$ cat config.mk
export PLATFORM = sky130hd
export DESIGN_NAME = main_cpld
export DESIGN_NICKNAME = d
export VERILOG_FILES = /design/src/rtl/main_cpld.sv
export SDC_FILE = /design/constraint.sdc
export NUM_CORES = 1
export LEC_CHECK = 0
export CAP_MARGIN = 40
export CORE_MARGIN = 10
export CORE_UTILIZATION = 33
export DETAILED_ROUTE_END_ITERATION = 6
export SYNTH_ARGS = -nofsm -noshare
export SYNTH_HDL_FRONTEND = slang
export SYNTH_SLANG_ARGS = --single-unit
$ cat constraint.sdc
create_clock -name clk_in -period 2.99 [get_ports clk_in]
set_input_delay 0.598 -clock clk_in [delete_from_list [all_inputs] [get_ports clk_in]]
set_output_delay 0.598 -clock clk_in [all_outputs]
set_load 0.02 [all_outputs]
$ cat src/rtl/main_cpld.sv
// Raven68k glue CPLD: CPU clock divide, boot-time ROM overlay, chip-select decode,
// /DTACK generation, bus-error watchdog and DUART interrupt encoding onto IPL.
module main_cpld #(
  parameter int BOOT_CYCLES  = 8,
  parameter int BERR_TIMEOUT = 64
) (
  input  logic clk_in,
  input  logic reset,
  input  logic duart_irq,
  input  logic a7,
  input  logic a8,
  input  logic a9,
  input  logic a17,
  input  logic a21,
  input  logic as,
  input  logic uds,
  input  logic lds,
  input  logic e,
  input  logic duart_dtack,
  output logic clk_out,
  output logic clk_oe,
  output logic ipl0,
  output logic ipl1,
  output logic ipl2,
  output logic ram_evn_cs,
  output logic ram_odd_cs,
  output logic rom_evn_cs,
  output logic rom_odd_cs,
  output logic duart_cs,
  output logic mem_decode_oe,
  output logic berr,
  output logic dtack
);

  localparam logic [3:0] BOOT_MAX = 4'(BOOT_CYCLES);
  localparam logic [6:0] WD_MAX   = 7'(BERR_TIMEOUT);
  localparam logic [6:0] WD_LAST  = 7'(BERR_TIMEOUT - 1);

  logic       as_p0;
  logic       as_p1;
  logic       uds_p0;
  logic       lds_p0;
  logic       irq_p0;
  logic       duart_dtack_p0;
  logic [3:0] boot_cnt;
  logic [6:0] wd_cnt;

  logic boot;
  logic bus_on;
  logic sel_ram;
  logic sel_rom;
  logic sel_duart;
  logic mem_ack;
  logic duart_ack;
  logic unused_e;

  assign unused_e = e;

  // The E clock is not needed by any decode on this board.
  assign boot      = (boot_cnt < BOOT_MAX);
  assign sel_rom   = boot | (a21 & a17);
  assign sel_ram   = ~boot & ~a21;
  assign sel_duart = ~boot & a21 & ~a17 & ~a9 & ~a8 & ~a7;

  // Chip selects follow the live bus so the device sees /AS with no added clock.
  assign bus_on     = reset & ~as;
  assign ram_evn_cs = ~(bus_on & sel_ram & ~uds);
  assign ram_odd_cs = ~(bus_on & sel_ram & ~lds);
  assign rom_evn_cs = ~(bus_on & sel_rom & ~uds);
  assign rom_odd_cs = ~(bus_on & sel_rom & ~lds);
  assign duart_cs   = ~(bus_on & sel_duart & ~lds);

  assign mem_decode_oe = as;

  // Acknowledge decisions are made from the registered strobes.
  assign mem_ack   = (sel_ram | sel_rom) & (~uds_p0 | ~lds_p0);
  assign duart_ack = sel_duart & ~lds_p0;

  assign ipl2 = irq_p0;
  assign ipl1 = 1'b1;
  assign ipl0 = 1'b1;

  // Stage p0: input registers; p1: previous /AS for end-of-cycle detection.
  always_ff @(posedge clk_in) begin
    if (!reset) begin
      as_p0          <= 1'b1;
      as_p1          <= 1'b1;
      uds_p0         <= 1'b1;
      lds_p0         <= 1'b1;
      irq_p0         <= 1'b1;
      duart_dtack_p0 <= 1'b1;
      clk_out        <= 1'b0;
      clk_oe         <= 1'b1;
      boot_cnt       <= 4'd0;
      dtack          <= 1'b1;
      berr           <= 1'b1;
      wd_cnt         <= 7'd0;
    end else begin
      as_p0          <= as;
      as_p1          <= as_p0;
      uds_p0         <= uds;
      lds_p0         <= lds;
      irq_p0         <= duart_irq;
      duart_dtack_p0 <= duart_dtack;
      clk_out        <= ~clk_out;
      clk_oe         <= 1'b0;

      // Counting only at cycle end keeps a cycle from changing region midway.
      if (as_p0 && !as_p1 && boot)
        boot_cnt <= boot_cnt + 4'd1;

      if (as_p0)
        dtack <= 1'b1;
      else if (mem_ack)
        dtack <= 1'b0;
      else if (duart_ack)
        dtack <= duart_dtack_p0;
      else
        dtack <= 1'b1;

      // A cycle ending on the same edge as expiry clears instead of faulting.
      if (as) begin
        wd_cnt <= 7'd0;
        berr   <= 1'b1;
      end else if (dtack && (wd_cnt != WD_MAX)) begin
        wd_cnt <= wd_cnt + 7'd1;
        if (wd_cnt == WD_LAST)
          berr <= 1'b0;
      end
    end
  end

endmodule

* After elaboration in Yosys (flattened, before gate mapping)
Index checks and enable logic that the tools add are counted.
Operators by class: mux-type cells 3, add/subtract/negate cells 2, bitwise operators 39, reductions and logical operators 7, equality and inequality tests 2, multiply operators 0, divide/modulo/power cells 0, shifts and indexed selects 0, $lt $le $gt $ge 1
Operators by type and width (count):
- $and A1 B1 Y1 | 18
- $not A1 Y1 | 18
- $add A7 B1 Y7 const B | 1
- $eq A7 B6 Y1 const B | 1
- $ne A7 B7 Y1 const B | 1
- $add A4 B1 Y4 const B | 1
- $lt A4 B4 Y1 const B | 1
- $reduce_or A2 Y1 | 2
- $logic_and A1 B1 Y1 | 3
- $mux W1 | 3
- $or A1 B1 Y1 | 3
- $reduce_and A2 Y1 | 1
- $logic_not A1 Y1 | 1
Storage, ports and cells: RAM bits 0, memory bits (read-only) 0, memories 0, word-level logic and storage cells 66, latch bits 0, register bits after elaboration 21

* Longest topological paths before layout
depth in word-level cells 10, depth in mapped cells 5, depth with buffers taken out 5

* Worst setup path after synthesis
Ideal clock, no wire load.
path type in2out, start in as, end out ram_evn_cs, path slack 0.940 ns, required time 2.392 ns, stages on the path 3, arrival 1.452 ns, cell sequence and2b_2 > inv_2 > or4b_1
Between the ends: cells in the longest elaborated chain, start to end 5
RTL lines:
- start, declared | RTL line 15 | input logic as,
- $not A1 Y1 | RTL line 66 | assign bus_on = reset & ~as;
- $and A1 B1 Y1 | RTL line 66
- $and A1 B1 Y1 (2 in series) | RTL line 67 | assign ram_evn_cs = ~(bus_on & sel_ram & ~uds);
- $not A1 Y1 | RTL line 67
- end, declared | RTL line 25 | output logic ram_evn_cs,
No other way between the ends.

* Worst setup path in the final report
Ends and elaborated chain as after synthesis.

==> summary.md <==
| Metric | Value |
|---|---|
| Status | finished clean |
| Hold Crit Class | reg -> reg |
| Util after Layout | between 40 and 50% |
| Vias in the first global route | between 700 and 800 |
| Antenna Cells | 0 |
| Io pins | 26 |
| Detailed Routing Iterations Pass 1 | 6 |
| Syn Area/Cell | 9.57 sq um |
| Max clock buf depth | 2 |
| Post-DR vias/cell | 4.77 |
| Period Utilization, post-route | around 97% |
| Endpoints failing hold | 0 |
| Drt initial violations | between 40 and 50 |
| Worst skew pair latency | ~0.3 ns |
| Met1 GRT Util | approximately 8.0% |
| Final WL | between 1500 and 2000 um |
| CTS buffer count | 3 |
| Die Span Y | about 72 um |
| Area of the core | 2520 sq um |
| TritonCTS clock tree | yes |
| Grt total ovfl | 0 |
| Max Clock Skew | around 0.0018 ns |
| Post-CTS Setup Inserts | 0 |
| Worst-path clk slew | between 0.1 and 0.15 ns |
| Top cells by area, synth | dfxtp_1 48%, ha_1 4.3%, nor2_1 3.8%, mux2i_1 3.4%, nand2_1 3.4% |
| GPL Wtd Cong | ~0.72 |
| Synthesized cell area | 881 sq um |
| Resized cells post-CTS | 0 |
| Gr busiest metal | met2 |
| Sequential share of the synthesized area | a little under half |
| Static Leakage | between 0.4 and 0.5 nW |
| R2R setup slack | 1.51 ns |
| Leading area contributor after synthesis | dfxtp_1 |
| Wirelength per Cell | 13.0 um |
| DRC Markers | 0 |
| Crit start category | primary input |
| VDD IR max | roughly 0.34 mV |
| Fmax achieved | between 0.3 and 0.4 GHz |
| Worst path required time | ~2.4 ns |
| Reg2Reg Depth | 5 |
| Placed Cells incl. Taps | 144 |
| Post-Layout Cell Count | 148 |
| Post-synth top area share | 47.7% |
| Final #Nets | roughly 140 |
| Hpwl dp | 1530 um |
| Setup violators final | 0 |
| Initial antenna violation count | 0 |
| # rows | 18 |
| PortBufs | 22 |
| Die area | around 5100 sq um |
| Met3 Resource Use GR | between 5 and 6% |
| Area Overhead vs Synth | 31.5% |
| Crit-path max FO | 5 |
| Routing usage on met2 | around 11% |
| Hold depth | 1 |
| RSZ-0062 raised after global routing | false |
| Mapped Cells | 92 |
| Largest net degree at the start of global routing | 13 |
| Pwr dens | approximately 420 nW/um^2 |
| Fillers | between 200 and 300 |
| Max_cap viols | 0 |
| Synthesis Warnings | 0 |
| Clk sink count | 21 |
| Vias | between 700 and 800 |
| Synth cell types | 33 |
| Clk Tree Root Cell | clkbuf_4 |
| Hold buffers post-CTS | 0 |
| First-pass GRT wire length | just over 3000 um |
| GRT Overall Usage | between 7 and 8% |
| DRT antenna net count | 0 |
| H-tree depth | 1 |
| Post-route total power | a little under 0.5 mW |
| Final Max Slew Viols | 0 |
| Multi-input combinational cell area | 415 sq um |
| Synthesized flop and latch total | 21 |
| Die W | between 70 and 80 um |
| Crit. End Element | output pin |
| Post-DP Area | roughly 1100 sq um |
| Setup TNS | 0 ns |
| Layout cells sized above 1 | between 8 and 9% |
| Final min period | ~2.9 ns |
| Final instance area | 1160 sq um |
| Starting Density | 34.9% |
| CP Class | in -> out |
| FF+latch area | between 400 and 500 sq um |
| Critical Path AT | approximately 2.3 ns |
==> final cells by class <==
class	instances	share of cell area [%]
clock buffer	3	1.94
timing repair buffer	25	21.0
sequential	21	36.3
multi-input combinational	64	35.9
tap	30	3.24
inverter	4	1.30
clock inverter	1	0.432
==> per-stage QoR <==
stage	hold WS [ns]	setup slack [ns]
2_1_floorplan	0.451	0.940
3_3_place_gp	0.396	0.0812
3_5_place_dp	0.399	0.0636
4_1_cts	0.422	0.0503
5_1_grt	0.459	0.0186
6_report	0.415	0.0778
==> cell usage after synthesis, drive strengths merged <==
master	number
nand3b	1
or2b	4
o21ai	2
a21o	1
dfxtp	21
or4b	1
and3b	1
nor2	9
buf	4
nand4	2
and2b	1
or3	4
and2	1
o41ai	1
nand2b	1
nor4	1
a21boi	2
nand2	8
a21oi	5
xnor2	2
nor3b	1
ha	3
nor3	2
mux2i	3
conb	1
xor2	2
a211o	1
inv	4
and4b	1
and4bb	1
nand3	1
==> worst paths after layout <==
kind	from	end
hold / removal	clk_out$_SDFF_PN0_	clk_out$_SDFF_PN0_
setup reg to reg	wd_cnt[0]$_SDFFE_PP0P_	wd_cnt[0]$_SDFFE_PP0P_
setup / recovery	as	ram_evn_cs
hold reg to reg	clk_out$_SDFF_PN0_	clk_out$_SDFF_PN0_
==> state kept, by name, summed over array words and instances, names as in the netlist <==
| name | count |
|---|---|
| as_p1 | 1 |
| duart_dtack_p0 | 1 |
| uds_p0 | 1 |
| ipl2 | 1 |
| berr | 1 |
| wd_cnt | 7 |
| dtack | 1 |
| boot_cnt | 4 |
| clk_oe | 1 |
| clk_out | 1 |
| as_p0 | 1 |
| lds_p0 | 1 |
==> worst max-delay path, cell delays in order <==
cell and delay [ns]:
clkdlybuf4s50_1 0.41, and2b_2 0.23, inv_2 0.05, or4b_1 0.46, clkdlybuf4s50_1 0.56
==> cell usage in the layout, fill, tap and decap left out, types with 3 or more instances in the layout <==
cell             Yosys  routed
a21oi_1              5       5
buf_4                3       3
clkbuf_4             0       3
clkdlybuf4s50_1      0      22
dfxtp_1             21      21
ha_1                 3       3
inv_1                3       3
mux2i_1              3       3
nand2_1              8       8
nor2_1               9       9
or2b_1               4       4
or3_1                4       4
==> cell families after synthesis <==
group,synth area share [%]
AO/OA/AOI/OAI,8.52
XOR/XNOR,3.98
adder cells (fa/ha/maj),4.26
buffers and inverters,5.54
flip-flops,47.7
multiplexers,3.41
other,0.426
AND/OR/NAND/NOR,26.1
==> per-layer routing <==
| metal | up-vias | routed length [um] |
|---|---|---|
| met5 | - | 0 |
| met4 | 0 | 0 |
| met3 | 0 | 240 |
| met2 | 25 | 873 |
| met1 | 318 | 817 |
| li1 | 363 | - |
==> report_power, final <==
part	switching, mW	total, mW	leakage (nW)	internal, mW
clock network	0.0876	0.138	0.0177	0.0500
registers	0.00522	0.294	0.172	0.288
logic	0.0250	0.0565	0.262	0.0314
No activity file was read; power rests on OpenSTA's default activity.
